### config.mk
export PLATFORM = sky130hd
export DESIGN_NAME = key_lut_debounce
export DESIGN_NICKNAME = d
export VERILOG_FILES = /design/src/rtl/key_lut_debounce.sv
export SDC_FILE = /design/constraint.sdc
export NUM_CORES = 1
export LEC_CHECK = 0
export ABC_AREA = 1
export CAP_MARGIN = 20
export CORE_MARGIN = 2
export CORE_UTILIZATION = 45
export CTS_CLUSTER_SIZE = 28
export DETAILED_ROUTE_END_ITERATION = 16
export GPL_TIMING_DRIVEN = 0
export PLACE_DENSITY = 0.76
export SLEW_MARGIN = 15
export SYNTH_ARGS = -nofsm -noshare
export SYNTH_HDL_FRONTEND = slang
export SYNTH_SLANG_ARGS = --single-unit
### constraint.sdc
create_clock -name clk_i -period 2 [get_ports clk_i]
set_input_delay 0.2 -clock clk_i [delete_from_list [all_inputs] [get_ports clk_i]]
set_output_delay 0.2 -clock clk_i [all_outputs]
set_load 0.01 [all_outputs]
### src/rtl/key_lut_debounce.sv
// Key synchroniser, per-key debouncer and programmable truth-table LED driver.
// The LED follows f directly (MODE 0) or toggles on each rising edge of f (MODE 1).

module key_lut_debounce_lane #(
    parameter int DEBOUNCE_CYCLES = 16,
    parameter int CW              = 5
) (
    input  logic clk_i,
    input  logic rst_n_i,
    input  logic key_i,
    output logic stable_o,
    output logic upd_o
);
    logic          s1_q, s2_q;
    logic          stable_q, stable_d;
    logic [CW-1:0] cnt_q, cnt_d;

    // Any cycle where s2 matches the stable value clears the count,
    // so a bounce restarts the whole qualification window.
    always_comb begin
        stable_d = stable_q;
        cnt_d    = '0;
        upd_o    = 1'b0;
        if (s2_q != stable_q) begin
            if (cnt_q == CW'(DEBOUNCE_CYCLES - 1)) begin
                stable_d = s2_q;
                upd_o    = 1'b1;
            end else begin
                cnt_d = cnt_q + CW'(1);
            end
        end
    end

    always_ff @(posedge clk_i or negedge rst_n_i) begin
        if (!rst_n_i) begin
            s1_q     <= 1'b0;
            s2_q     <= 1'b0;
            stable_q <= 1'b0;
            cnt_q    <= '0;
        end else begin
            s1_q     <= key_i;
            s2_q     <= s1_q;
            stable_q <= stable_d;
            cnt_q    <= cnt_d;
        end
    end

    assign stable_o = stable_q;
endmodule

module key_lut_debounce #(
    parameter int                      N_KEYS          = 4,
    parameter int                      DEBOUNCE_CYCLES = 16,
    parameter logic [(2**N_KEYS)-1:0]  TRUTH_TABLE     = 16'h6996,
    parameter int                      MODE            = 0
) (
    input  logic              clk_i,
    input  logic              rst_n_i,
    input  logic [N_KEYS-1:0] key_i,
    output logic [N_KEYS-1:0] keys_stable_o,
    output logic              change_pulse_o,
    output logic              led_o
);
    localparam int CW = $clog2(DEBOUNCE_CYCLES + 1);

    if (N_KEYS < 1 || N_KEYS > 8) begin : g_bad_keys
        $error("key_lut_debounce: N_KEYS must be in 1..8");
    end
    if (DEBOUNCE_CYCLES < 1) begin : g_bad_db
        $error("key_lut_debounce: DEBOUNCE_CYCLES must be >= 1");
    end

    logic [N_KEYS-1:0] upd;
    logic              change_pulse_q;
    logic              f, f_q;
    logic              led_q, led_d;

    for (genvar i = 0; i < N_KEYS; i++) begin : g_lane
        key_lut_debounce_lane #(
            .DEBOUNCE_CYCLES(DEBOUNCE_CYCLES),
            .CW             (CW)
        ) u_lane (
            .clk_i   (clk_i),
            .rst_n_i (rst_n_i),
            .key_i   (key_i[i]),
            .stable_o(keys_stable_o[i]),
            .upd_o   (upd[i])
        );
    end

    assign f = TRUTH_TABLE[keys_stable_o];

    always_comb begin
        if (MODE == 0) led_d = f;
        else           led_d = led_q ^ (f & ~f_q);
    end

    // f_q starts at the table value for all-keys-released so MODE 1 sees no
    // false rising edge when reset is released.
    always_ff @(posedge clk_i or negedge rst_n_i) begin
        if (!rst_n_i) begin
            change_pulse_q <= 1'b0;
            f_q            <= TRUTH_TABLE[0];
            led_q          <= 1'b0;
        end else begin
            change_pulse_q <= |upd;
            f_q            <= f;
            led_q          <= led_d;
        end
    end

    assign change_pulse_o = change_pulse_q;
    assign led_o          = led_q;
endmodule

=== Word level (Yosys, flattened, before mapping) ===
Memory sizes are Yosys's and may differ from the RTL's. A register that Yosys moved wholly into a read port is not among the register bits.
Cells that the tools add are included.

* Add/subtract/negate cells: 4
* Equal/unequal tests: 8
* Multiplexer cells: 16
* Reductions and logical operators: 6

{| class="wikitable"
|+ Operator list
! operator !! count
|-
| 5-bit 2-to-1 mux || 8
|-
| 5-bit by 1-bit adder with 5-bit output, second input constant || 4
|-
| 5-bit by 4-bit equality test with 1-bit output, second input constant || 4
|-
| 1-bit 2-to-1 mux || 8
|-
| 2-bit AND reduction || 4
|-
| 1-bit inequality test || 4
|-
| 4-bit OR reduction || 1
|-
| 1-bit zero test || 1
|}

* Register bits after elaboration: 33
* Bits in read-only memories: 16
* Bits of input ports: 6
* Output and inout bits: 6
* Word-level logic and storage cells: 52
* Memories kept: 1

{| class="wikitable"
|+ Memory list
! memory !! words !! width !! read ports !! clocked after memory_dff !! wr ports !! line !! source
|-
| (no name shown) || 16 || 1 || 1 || 1 || 0 || 91 || <nowiki>assign f = TRUTH_TABLE[keys_stable_o];</nowiki>
|}

=== Depth between registers and ports, before layout ===
* Depth after elaboration: 4
* Mapped depth: 7

=== Cells and area by module ===
A second synthesis with hierarchy kept.

* Cell total of the unflattened synthesis: 168
* Area, all modules: 1,441.4 sq um

{| class="wikitable"
|+ Modules (own cells, without submodules)
! module !! times used !! cells each !! area each (sq um) !! sequential area each (sq um)
|-
| key_lut_debounce_lane || 4 || 36 || 326.6 || 200.2
|-
| key_lut_debounce || 1 || 24 || 135.1 || 50.0
|}

=== Worst setup path before layout ===
No wires, ideal clock.

* Path type: register to register
* From: register g_lane[3].u_lane.cnt_q[0]
* To: register change_pulse_q, in the netlist change_pulse_o
* Library setup time: 0.119 ns
* Arrival time: 0.923 ns
* Slack: 0.959 ns
* Cell stages (with the launch flop): 8
* Buffers on the path: 0
* Period minus slack after synthesis: 1.041 ns
* Cell sequence: dfrtp_1 > ha_1 > nand2_1 > nor2_2 > nand2_2 > nor2_1 > nor2_1 > nand2_1

* Word-level cells in the longest chain between the ends: 4

{| class="wikitable"
|+ RTL lines
! item !! line !! source
|-
| start, declared || 16 || <nowiki>logic [CW-1:0] cnt_q, cnt_d;</nowiki>
|-
| start signal, assigned || 44 || <nowiki>cnt_q <= cnt_d;</nowiki>
|-
| 5-bit by 4-bit equality test with 1-bit output || 25 || <nowiki>if (cnt_q == CW'(DEBOUNCE_CYCLES - 1)) begin</nowiki>
|-
| 1-bit 2-to-1 mux || 25 ||
|-
| 1-bit 2-to-1 mux || 24 || <nowiki>if (s2_q != stable_q) begin</nowiki>
|-
| 4-bit OR reduction || 106 || <nowiki>change_pulse_q <= |upd;</nowiki>
|-
| end signal, assigned || 106 ||
|-
| end, declared || 74 || <nowiki>logic change_pulse_q;</nowiki>
|}

Every way passes these cells.
A chain may end at the register's enable or synchronous reset.

=== Worst setup path after layout ===
* From: register g_lane[3].u_lane.stable_q
* To: output keys_stable_o[3]

{| class="wikitable"
|+ RTL lines
! item !! line !! source
|-
| start, declared || 15 || <nowiki>logic stable_q, stable_d;</nowiki>
|-
| start signal, assigned || 43 || <nowiki>stable_q <= stable_d;</nowiki>
|-
| end, declared || 60 || <nowiki>output logic [N_KEYS-1:0] keys_stable_o,</nowiki>
|}

No word-level cell between the ends.

==> flow_summary.ini <==
[status]
status = finished clean

[timing]
hold_violations = 0
worst_clock_skew_ps = 10.86
period_share_pct = 82.27
slew_headroom_pct = 51.35
tightestPinTransition_ps = 729.7
maxClockFrequency_mhz = 607.8
rsz0062_at_grt = false
maxSlewViolCount = 0
final.setup.worst_slack_ps = 354.6
fin_setup_tns_ps = 0
setup_violations = 0
finalCriticalPeriod_ps = 1645
hold_slack_ps = 300.3

[clock_tree]
cts.reportedPaths.clkPinSlew_ps = 100
cts_setup_buffers = 0
numCtsBuffers = 5
cts_sinks = 34
tritoncts = built
clk-insertion-delay-late_ps = 340
htree_levels = 2
cts_root_buffer = clkbuf_4
clock_path_buffers = 2

[worst_setup_path]
crit_type = reg -> out
r2r_end = change_pulse_o
critPathCaptureType = output port
cp_slowest_cell = clkdlybuf4s50_1
cp-endpoint = keys_stable_o[3]
worst_ep_required_time_ps = 1800
cp_max_fo = 5
r2r_slack_ps = 820
crit_arrival_ps = 1450
ff2ff_path_depth = 7
crit_path_cell_trace = buf_4, clkdlybuf4s50_1
crit_start = g_lane[3].u_lane.stable_o
r2r-start = g_lane[3].u_lane.cnt_q[0]
crit_path_start_kind = register
cpPeakStageDelay_ps = 520

[power]
powerDensity_mw_per_mm2 = 725.5
fin_total_pwr_mw = 1.193
leakage_nw = 0.8143
ir_drop_mv = 0.5494

[layout]
area_growth_pct = 16.28
drive_gt1_share_pct = 16.56
fin_nets = 166
fin_cells = 201
num_antenna_cells = 0
layout.area.seq_um2 = 850.8
multi_input_area_um2 = 469.2
n_fill_cell = 278
fin_area_mm2 = 0.001644
utilization_pct = 54.30

[global_routing]
antenna_found_initial = 0
grtUsageTotal_pct = 15.61
grt_pass1_vias = 969
grt_pass1_wl_um = 4057
grt_overflow = 0
grt_max_degree = 35

[worst_hold_path]
whs_path_depth = 1
hold_class = in -> reg
hp-start = key_i[1]

[drt]
ant_nets = 0
viasPerCell = 4.627
drc = 0
wl_um = 2122
drt_iter0_drc = 19
num_vias = 930
drtPass1Iterations = 4
wl_per_cell_um = 10.56

[synth]
syn_area_per_cell_um2 = 10.32
syn_inst = 137
yosysWarnings = 0
synth-seq-area-share_pct = 60.18
synthTopCellsByArea = dfrtp_1 60%, nor2_1 5.8%, inv_1 4.5%
synth_nets = 147
synth_area_mm2 = 0.001414
ys_types = 18
yosysTopAreaCell = dfrtp_1
synth_top_area_share_pct = 60.18
ys_ff_latch = 34

[placement]
pre_cts_slack_ps = 736.8
dp_cells = 192
io_buffer_count = 11
place_area_mm2 = 0.001574
gp_congestion = 0.7329
place_hpwl_um = 1551

[floorplan]
core_area_mm2 = 0.003028
initial_core_util_pct = 46.69
dieWidth_um = 60.05
rows = 20
fp.dieArea_mm2 = 0.003606
pin_count = 12
die_h_um = 60.05

[job]
drv_cap = 0
## repair_timing
item,in CTS,in global routing
hold buffers,1,0
resized for setup,0,0
endpoints found under the setup margin,0,0
endpoints found under the hold margin,34,0
## worst max-delay path, delay by kind of cell, from the launching register on
family / cells / cell delay [ps]
buffers and inverters: 2 / 660
flip-flops: 1 / 450
## layer usage
layer	wire (µm)	share of wire (%)	vias up	track usage (%)
li1	-	-	464	-
met1	931	44	442	18.54
met2	1042	49	17	25.31
met3	89	4.2	7	4.545
met4	58	2.7	0	8.571
met5	0	0	-	0
## synth_stat cells
cell type   n
a211oi_2    3
buf_4       4
dfrtp_1    34
ha_1        4
inv_1      17
nand2_1    17
nand2_2     8
nand3_1     8
nand4_1     2
nand4_2     1
nor2_1     22
nor2_2      1
nor3_1      4
nor3b_2     1
o21ai_0     3
o21ai_1     1
xnor2_1     2
xor2_1      5
## layout by cell type (no fill, tap or decap), types with 3 or more instances in the layout
| cell | Yosys | final |
|---|---|---|
| ha_1 | 4 | 4 |
| nand3_1 | 8 | 8 |
| xor2_1 | 5 | 5 |
| nor3_1 | 4 | 4 |
| nand2_2 | 8 | 8 |
| nor2_1 | 22 | 22 |
| dfrtp_1 | 34 | 34 |
| buf_4 | 4 | 4 |
| clkbuf_4 | 0 | 5 |
| inv_1 | 17 | 17 |
| nand2_1 | 17 | 17 |
| o21ai_0 | 3 | 3 |
| a211oi_2 | 3 | 3 |
| clkdlybuf4s50_1 | 0 | 10 |
## logic make-up (layout without fill, tap and decap cells)
kind of cell	count (synthesis)	count (layout)	synth area share, %
xor gates and xnor gates	7	7	4.336
and+or+nand+nor	64	64	21.24
AOI/OAI and AO/OA	7	7	4.070
adders and majority gates	4	4	3.540
buffers and inverters	21	41	6.637
DFF	34	34	60.18
## worst min path at each step
stage / endpoint / slack [ps]
finish: g_lane[1].u_lane.s1_q / 300
global route: g_lane[1].u_lane.s1_q / 290
CTS: g_lane[1].u_lane.s1_q / 290
detailed placement: g_lane[2].u_lane.cnt_q[0] / 300
global placement: g_lane[1].u_lane.s2_q / 330
floorplan: change_pulse_o / -100
## area by class of cell
class	instances	area share, %
clock inverter	1	0.3044
inverter	17	3.881
sequential	34	51.75
timing repair buffer	12	7.001
buffer	4	1.826
clock buffer	7	3.349
multi-input combinational	82	28.54
tap	44	3.349
## state kept, by name, summed over array words and instances, names as in the netlist
signal and count:
change_pulse_o 1, g_lane.u_lane.cnt_q 20, g_lane.u_lane.s1_q 4, g_lane.u_lane.s2_q 4, g_lane.u_lane.stable_o 4, led_o 1
## report_power, final
group	internal (mW)	total, mW	leakage, nW	switching [mW]
combinational	0.0297	0.0744	0.333	0.0447
sequential	0.714	0.732	0.446	0.0179
clock	0.170	0.386	0.0353	0.216
(Power assumes the default switching activity.)
